<file path="config.mk">
export PLATFORM = sky130hd
export DESIGN_NAME = mem_arbiter
export DESIGN_NICKNAME = d
export VERILOG_FILES = /design/src/rtl/mem_arbiter.sv
export SDC_FILE = /design/constraint.sdc
export NUM_CORES = 1
export LEC_CHECK = 0
export BUFFER_PORTS_ARGS = -buffer_cell sky130_fd_sc_hd__buf_2
export CORE_ASPECT_RATIO = 0.6
export CORE_MARGIN = 2
export CORE_UTILIZATION = 35
export CTS_BUF_LIST = sky130_fd_sc_hd__clkbuf_4
export CTS_CLUSTER_SIZE = 30
export DETAILED_ROUTE_END_ITERATION = 8
export GPL_TIMING_DRIVEN = 0
export PLACE_DENSITY = 0.82
export RECOVER_POWER = 25
export SLEW_MARGIN = 5
export SYNTH_ARGS = -nofsm -noshare
export SYNTH_HDL_FRONTEND = slang
export SYNTH_SLANG_ARGS = --single-unit
export TNS_END_PERCENT = 1
</file>
<file path="constraint.sdc">
create_clock -name clk -period 2 [get_ports clk]
set_clock_uncertainty 0.05 [all_clocks]
set_input_delay 0.1 -clock clk [delete_from_list [all_inputs] [get_ports clk]]
set_output_delay 0.1 -clock clk [all_outputs]
set_load 0.02 [all_outputs]
</file>
<file path="src/rtl/mem_arbiter.sv">
`default_nettype none
// ============================================================================
// Module   : mem_arbiter
// Brief    : Round-robin CPU/DMA arbiter for a single-port synchronous memory,
//            with a bounded burst length while the other master waits.
// Revision : 1.0 - initial release
// ============================================================================
module mem_arbiter #(
    parameter int DATA_W    = 9,
    parameter int ADDR_W    = 9,
    parameter int MAX_BURST = 4
) (
    input  logic              clk,
    input  logic              rst,
    input  logic              cpu_req,
    input  logic              cpu_we,
    input  logic [ADDR_W-1:0] cpu_addr,
    input  logic [DATA_W-1:0] cpu_wdata,
    output logic              cpu_gnt,
    output logic              cpu_rvalid,
    output logic [DATA_W-1:0] cpu_rdata,
    input  logic              dma_req,
    input  logic              dma_we,
    input  logic [ADDR_W-1:0] dma_addr,
    input  logic [DATA_W-1:0] dma_wdata,
    output logic              dma_gnt,
    output logic              dma_rvalid,
    output logic [DATA_W-1:0] dma_rdata,
    output logic [ADDR_W-1:0] mem_addr,
    output logic [DATA_W-1:0] mem_wdata,
    output logic              mem_we,
    input  logic [DATA_W-1:0] mem_rdata
);

    localparam int CNT_W = $clog2(MAX_BURST + 1);

    localparam logic [1:0]       c_ST_IDLE    = 2'd0;
    localparam logic [1:0]       c_ST_OWN_CPU = 2'd1;
    localparam logic [1:0]       c_ST_OWN_DMA = 2'd2;
    localparam logic [CNT_W-1:0] c_CNT_LAST   = CNT_W'(MAX_BURST - 1);

    logic [1:0]       r_state;
    logic [1:0]       w_state_nxt;
    logic [CNT_W-1:0] r_beat_cnt;
    logic [CNT_W-1:0] w_cnt_nxt;
    logic             r_last;      // 0 = CPU owned last, 1 = DMA owned last
    logic             w_last_nxt;
    logic             r_cpu_rvalid;
    logic             r_dma_rvalid;

    always_ff @(posedge clk) begin
        if (rst) begin
            r_state      <= c_ST_IDLE;
            r_beat_cnt   <= '0;
            r_last       <= 1'b1;
            r_cpu_rvalid <= 1'b0;
            r_dma_rvalid <= 1'b0;
        end else begin
            r_state      <= w_state_nxt;
            r_beat_cnt   <= w_cnt_nxt;
            r_last       <= w_last_nxt;
            r_cpu_rvalid <= cpu_gnt & ~cpu_we;
            r_dma_rvalid <= dma_gnt & ~dma_we;
        end
    end

    always_comb begin
        w_state_nxt = r_state;
        w_cnt_nxt   = r_beat_cnt;
        w_last_nxt  = r_last;
        case (r_state)
            c_ST_IDLE: begin
                if (cpu_req && (!dma_req || r_last)) begin
                    w_state_nxt = c_ST_OWN_CPU;
                    w_cnt_nxt   = '0;
                    w_last_nxt  = 1'b0;
                end else if (dma_req) begin
                    w_state_nxt = c_ST_OWN_DMA;
                    w_cnt_nxt   = '0;
                    w_last_nxt  = 1'b1;
                end
            end
            c_ST_OWN_CPU: begin
                if (cpu_req) begin
                    if (r_beat_cnt == c_CNT_LAST) begin
                        w_cnt_nxt = '0;
                        if (dma_req) begin
                            w_state_nxt = c_ST_OWN_DMA;
                            w_last_nxt  = 1'b1;
                        end
                    end else begin
                        w_cnt_nxt = r_beat_cnt + 1'b1;
                    end
                end else if (dma_req) begin
                    w_state_nxt = c_ST_OWN_DMA;
                    w_cnt_nxt   = '0;
                    w_last_nxt  = 1'b1;
                end else begin
                    w_state_nxt = c_ST_IDLE;
                    w_cnt_nxt   = '0;
                end
            end
            c_ST_OWN_DMA: begin
                if (dma_req) begin
                    if (r_beat_cnt == c_CNT_LAST) begin
                        w_cnt_nxt = '0;
                        if (cpu_req) begin
                            w_state_nxt = c_ST_OWN_CPU;
                            w_last_nxt  = 1'b0;
                        end
                    end else begin
                        w_cnt_nxt = r_beat_cnt + 1'b1;
                    end
                end else if (cpu_req) begin
                    w_state_nxt = c_ST_OWN_CPU;
                    w_cnt_nxt   = '0;
                    w_last_nxt  = 1'b0;
                end else begin
                    w_state_nxt = c_ST_IDLE;
                    w_cnt_nxt   = '0;
                end
            end
            default: begin
                w_state_nxt = c_ST_IDLE;
                w_cnt_nxt   = '0;
            end
        endcase
    end

    assign cpu_gnt = (r_state == c_ST_OWN_CPU) & cpu_req;
    assign dma_gnt = (r_state == c_ST_OWN_DMA) & dma_req;

    // Memory port follows the owner; a write only happens on a granted beat.
    always_comb begin
        mem_addr  = '0;
        mem_wdata = '0;
        mem_we    = 1'b0;
        case (r_state)
            c_ST_OWN_CPU: begin
                mem_addr  = cpu_addr;
                mem_wdata = cpu_wdata;
                mem_we    = cpu_gnt & cpu_we;
            end
            c_ST_OWN_DMA: begin
                mem_addr  = dma_addr;
                mem_wdata = dma_wdata;
                mem_we    = dma_gnt & dma_we;
            end
            default: begin
                mem_addr  = '0;
                mem_wdata = '0;
                mem_we    = 1'b0;
            end
        endcase
    end

    assign cpu_rvalid = r_cpu_rvalid;
    assign dma_rvalid = r_dma_rvalid;
    assign cpu_rdata  = mem_rdata;
    assign dma_rdata  = mem_rdata;

endmodule
`default_nettype wire

</file>
==> flow_summary_export.csv, run 1 <==
group,metric,value,unit
layout,area.growth.synth_to_final,63.6,%
worst_setup_path,path_cells,"inv_2 -> ha_4 -> and2_1 -> clkbuf_4 -> buf_4 -> a22o_1 -> buf_2",
timing,period_share,95.0,%
pwr,power_density,940,nW/µm²
global_routing,antenna_found_initial,0,
run,max_cap_violations,0,
layout,layout_commonest_cell,"buf_2",
logic_synthesis,syn_nets,159,
route,post_drt_wl_per_cell,13.7,µm
logic_synthesis,yosysWarnings,0,
cts,clk_path_buf_depth,2,
cts,clockRootBuffer,"clkbuf_4",
worst_setup_path,slowest_stage,"dfxtp_4",
placed_design,dp_slack,-91.0,ps
route,num_vias,1110,
cts,clk_pin_slew,60,ps
logic_synthesis,ys.flop_type,"dfxtp_1",
logic_synthesis,synth_top_family_by_area,"compound AO/OA/AOI/OAI gates",
worst_setup_path,cpPeakStageDelay,360,ps
logic_synthesis,yosys.area_share.simple,14.9,%
die,ios,92,
logic_synthesis,synth_edf_count,0,
logic_synthesis,synth_cells,103,
timing,finalHoldViolCount,0,
logic_synthesis,ys_seq_elements,8,
route,drt-vias-per-instance,5.00,
cts,cts_sinks,8,
die,core,2200,µm²
worst_setup_path,worst_ep_arrival_time,1750,ps
timing,rsz0062_at_grt,"no",
cts,clk_latency,270,ps
logic_synthesis,synth_mux_area_share,1.21,%
worst_setup_path,start_kind,"flop",
worst_setup_path,endpoint_kind,"output port",
layout,num_antenna_cells,0,
worst_setup_path,cpLargestDelayFamily,"buffers and inverters",
layout,drive_above_1_share,55.2,%
route,ant_nets,0,
logic_synthesis,ys_async_sr_fraction,0,%
worst_setup_path,crit_type,"reg -> out",
timing,hold_slack,59.3,ps
die,rows,13,
logic_synthesis,synth_top_cell_area_share,20.1,%
cts,cts_tree,"built",
timing,max_freq,526,MHz
pwr,leakage,0.762,nW
placed_design,gp_congestion,0.888,
timing,timing.final.ws_setup,99.9,ps
logic_synthesis,syn_avg_cell_area,8.05,µm²
global_routing,grt_pass1_vias,997,
placed_design,portBuffers,82,
worst_setup_path,required,1850,ps
logic_synthesis,ys_types,32,
cts,cts_max_level,1,
timing,period_minus_slack,1900,ps
timing,worstMarginPinSlew,313,ps
logic_synthesis,synthTopCellsByArea,"a22o_1 (20%), dfxtp_1 (19%), buf_4 (16%)",
die,die_area,2790,µm²
route,drt-total-wl,3040,µm
route,drc,0,
route,first_iter_violations,27,
logic_synthesis,synth_area,830,µm²
logic_synthesis,synth-xor-area-share,0,%
logic_synthesis,ys_seq_area_share,19.3,%
logic_synthesis,synth_top_cell_by_area,"a22o_1",
die,die_w,66.9,µm
status,status,"complete, no violations",
timing,relSlewSlack,78.9,%
die,die_y,41.7,µm
placed_design,dpl.hpwl,2420,µm
global_routing,grt_max_degree,11,
timing,slew_violations,0,
timing,setup_violations,0,
global_routing,overflow,0,
global_routing,grt_usage,21.0,%
global_routing,grt_pass1_wl,4530,µm
worst_setup_path,critPathBufInv,4,
worst_setup_path,critPathMaxFanout,10,
pwr,ir_drop,0.763,mV
cts,numCtsBuffers,3,
logic_synthesis,synth_adder_area_share,7.54,%
route,firstDrtPassIters,4,
min_path,hold_path.class,"in -> reg",
layout,nets,250,
layout,mostFrequentLayoutCells,"buf_2 (69), buf_4 (24), a22o_1 (19), clkbuf_1 (12)",
die,initial_utilization,37.8,%
logic_synthesis,synth-compound-area-share,35.4,%
cell families after synthesis:
logic type | after synthesis
muxes | 1
buffers and inverters | 29
and+or+nand+nor | 24
DFF | 8
AOI/OAI and AO/OA | 36
adders and majority gates | 5
power by group:
part           switching (mW)  internal, mW  total, mW  leakage [nW]
registers              0.0249         0.198      0.223        0.0662
clock network          0.0641        0.0692      0.133        0.0138
logic                   0.496         0.423      0.919         0.682
synthesized netlist by cell type, types with 2 or more instances:
library cell  number
buf_1              2
nand2_1            6
and2_2             2
a31oi_1            2
buf_4             18
a211oi_1           2
nor2_1             5
o21ai_0            2
inv_1              7
buf_2              2
and2_1             2
dfxtp_1            8
a32oi_1            2
nand2b_1           3
a22o_1            19
ha_1               5
state kept, by name, indices dropped and copies added, names as in the netlist:
| name | count |
|---|---|
| r_beat_cnt | 3 |
| cpu_rvalid | 1 |
| r_last | 1 |
| dma_rvalid | 1 |
| r_state | 2 |
path summary, 6_finish.rpt:
kind,startpoint,endpoint,slack [ps],depth (start not counted)
setup / recovery,r_state[0],mem_addr[6],100,7
hold / removal,rst,dma_rvalid,60,2
setup reg to reg,r_state[1],r_state[1],180,6
hold reg to reg,r_beat_cnt[2],r_beat_cnt[2],450,1
area by class of cell:
| cell class | instances | area, µm² |
|---|---|---|
| tap | 30 | 37.5 |
| sequential | 8 | 165 |
| timing repair buffer | 87 | 440 |
| buffer | 21 | 158 |
| inverter | 7 | 26.3 |
| multi-input combinational | 66 | 508 |
| clock buffer | 3 | 22.5 |
| fill | 215 | 838 |
metal layers:
layer / wire (µm) / vias up / GRT usage [%] / part of all wire, %
li1: - / 543 / - / -
met1: 1160 / 510 / 24.0 / 38
met2: 1540 / 55 / 38.0 / 51
met3: 320 / 2 / 7.05 / 11
met4: 14 / 0 / 4.08 / 0.46
met5: 0 / - / 0 / 0
worst register-to-register path, cell delays in order, from the launching register on:
cell and delay, ps:
dfxtp_2 320, buf_4 140, ha_2 200, a22o_1 260, a21boi_1 160, o311a_1 360
a41o_1 210
through the flow:
step           instances  utilization (%)  total power, mW  area [µm²]  TNS [ps]
2_1_floorplan        103                -            0.789         830         0
6_report             222             61.8             1.28        1360         0
3_3_place_gp         215             58.2             1.02        1280      -623
3_5_place_dp         215             58.2             1.03        1280      -864
4_1_cts              221             61.8             1.24        1360         0
5_1_grt              222             61.8             1.38        1360         0
timing repair:
action | CTS | global route
pin swaps | 1 | 1
resized for setup | 11 | 4
setup buffers | 1 | 2
hold buffers | 2 | 0
setup endpoints to repair | 18 | 10
hold endpoints to repair | 2 | 0
Note: power is estimated with default switching activity, not from simulation.
==> inputs of run 2 (changes only) <==
--- a/config.mk
+++ b/config.mk
@@ -13,6 +13,7 @@
 export CTS_CLUSTER_SIZE = 30
 export DETAILED_ROUTE_END_ITERATION = 8
 export GPL_TIMING_DRIVEN = 0
+export HOLD_SLACK_MARGIN = 0.06
 export PLACE_DENSITY = 0.82
 export RECOVER_POWER = 25
 export SLEW_MARGIN = 5
==> run 2 against run 1 <==
Die area unchanged. Worst setup slack lost 4.6 ps. Critical path type unchanged. Clock power about the same. Sequential power hardly changed. Routed wire length grew 0.46%. Critical endpoint is now mem_addr[0]. Count of clock-buffer cells in the layout did not move. Sequential cell count unchanged. Design area increased by 2.2%. Utilization increased by 1.4 points. Critical path depth stayed put.
==> flow_summary_export.csv, run 2 (synthesis results as in run 1) <==
group,metric,value,unit
global_routing,overflow,0,
global_routing,grt_usage,21.1,%
cts,cts_max_level,1,
pwr,leakage,0.780,nW
route,drt-vias-per-instance,4.97,
cts,clk_path_buf_depth,2,
status,status,"complete, no violations",
cts,cts_sinks,8,
layout,design_area,1390,µm²
pwr,internal_power,0.694,mW
pwr,ir_drop,0.762,mV
die,rows,13,
worst_setup_path,worst_ep_arrival_time,1750,ps
pwr,p_sw,0.585,mW
layout,regMostFlops,"r_beat_cnt",
route,ant_nets,0,
placed_design,place_inst,215,
global_routing,grt_pass1_vias,1007,
die,die_y,41.7,µm
pwr,power_density,922,nW/µm²
layout,layout_commonest_cell,"buf_2",
route,firstDrtPassIters,4,
timing,relSlewSlack,78.7,%
pwr,switching_share,45.7,%
route,drc,0,
placed_design,dpl.hpwl,2420,µm
min_path,hold_path.class,"in -> reg",
worst_setup_path,required,1850,ps
timing,period_share,95.2,%
timing,hold_slack,155,ps
global_routing,antenna_found_initial,0,
timing,setup_violations,0,
pwr,seqPwrFrac,17.4,%
layout,num_antenna_cells,0,
route,post_drt_wl_per_cell,13.6,µm
worst_setup_path,start_kind,"flop",
timing,worstMarginPinSlew,315,ps
die,ios,92,
die,core,2200,µm²
global_routing,grt_max_degree,11,
timing,rsz0062_at_grt,"no",
placed_design,place_area,1280,µm²
worst_setup_path,path_cells,"inv_2 -> ha_4 -> and2_1 -> clkbuf_4 -> buf_4 -> a22o_1 -> buf_2",
placed_design,portBuffers,82,
worst_setup_path,slowest_stage,"dfxtp_4",
route,num_vias,1119,
placed_design,gp_congestion,0.888,
timing,max_freq,525,MHz
die,die_area,2790,µm²
worst_setup_path,critPathMaxFanout,10,
global_routing,grt_pass1_wl,4550,µm
worst_setup_path,crit_type,"reg -> out",
layout,area.growth.synth_to_final,67.3,%
cts,cts_tree,"built",
layout,drive_above_1_share,54.4,%
cts,clk_latency,270,ps
worst_setup_path,cpPeakStageDelay,360,ps
timing,slew_violations,0,
route,drt-total-wl,3060,µm
layout,final_cells,225,
cts,clockRootBuffer,"clkbuf_4",
layout,fillCellCount,215,
pwr,combPwrFrac,72.2,%
die,initial_utilization,37.8,%
cts,numCtsBuffers,3,
pwr,power.share.clock,10.4,%
layout,mostFrequentLayoutCells,"buf_2 (69), buf_4 (24), a22o_1 (19), clkbuf_1 (12)",
timing,finalHoldViolCount,0,
layout,nets,253,
cts,clk_pin_slew,50,ps
route,first_iter_violations,29,
worst_setup_path,endpoint_kind,"output port",
layout,largest_reg_flops,3,
layout,top_regs,"r_beat_cnt (3), r_state (2)",
timing,period_minus_slack,1900,ps
timing,timing.setup.tns,0,ps
pwr,fin_total_pwr,1.28,mW
die,die_w,66.9,µm
run,max_cap_violations,0,
## run 2: power groups by stage
stage	clock (mW)	sequential (mW)	combinational, mW
2_1_floorplan	0	0.220	0.569
3_3_place_gp	0	0.225	0.798
3_5_place_dp	0	0.224	0.805
4_1_cts	0.137	0.224	0.883
5_1_grt	0.150	0.226	1.00
6_report	0.133	0.223	0.923
## run 2: final cells by class
cell class	instances	area [µm²]	share of cell area [%]
clock buffers	3	22.5	1.62
multi-input cells	66	508	36.6
well taps	30	37.5	2.71
inverters	7	26.3	1.89
flip-flops and latches	8	165	11.9
repair buffers	90	470	33.9
plain buffers	21	158	11.4
## run 2: per-stage QoR
step	setup WS (ps)	util, %
floorplan	191	-
global route	30.3	63.2
finish	95.2	63.2
detailed placement	-91.0	58.2
CTS	16.6	62.7
global placement	-66.0	58.2
## run 2: critical path: cells and delay by family, from the launching register on
| kind | cells | cell delay, ps |
|---|---|---|
| AO/OA/AOI/OAI | 1 | 180 |
| adder cells (fa/ha/maj) | 1 | 260 |
| buffers and inverters | 4 | 550 |
| flip-flops | 1 | 360 |
| AND/OR/NAND/NOR | 1 | 130 |
## run 2: path summary, 6_finish.rpt
kind                       from       endpoint  depth (start not counted)  slack, ps
setup / recovery     r_state[0]    mem_addr[0]                          7        100
hold / removal          dma_req     r_state[1]                          2        150
setup reg to reg     r_state[1]     r_state[1]                          6        180
hold reg to reg   r_beat_cnt[2]  r_beat_cnt[2]                          1        450
## run 2: layer usage
layer	track usage, %	share of wire [%]	up-vias
met5	0	0	-
met4	4.08	0.36	0
met3	7.05	11	2
met2	38.6	51	58
met1	23.7	38	510
li1	-	-	549
## run 2: timing repair
item,CTS,global route
resized for setup,11,4
setup buffers,1,2
hold buffers,4,1
endpoints found under the setup margin,18,10
pin swaps,1,1
hold endpoints to repair,2,1
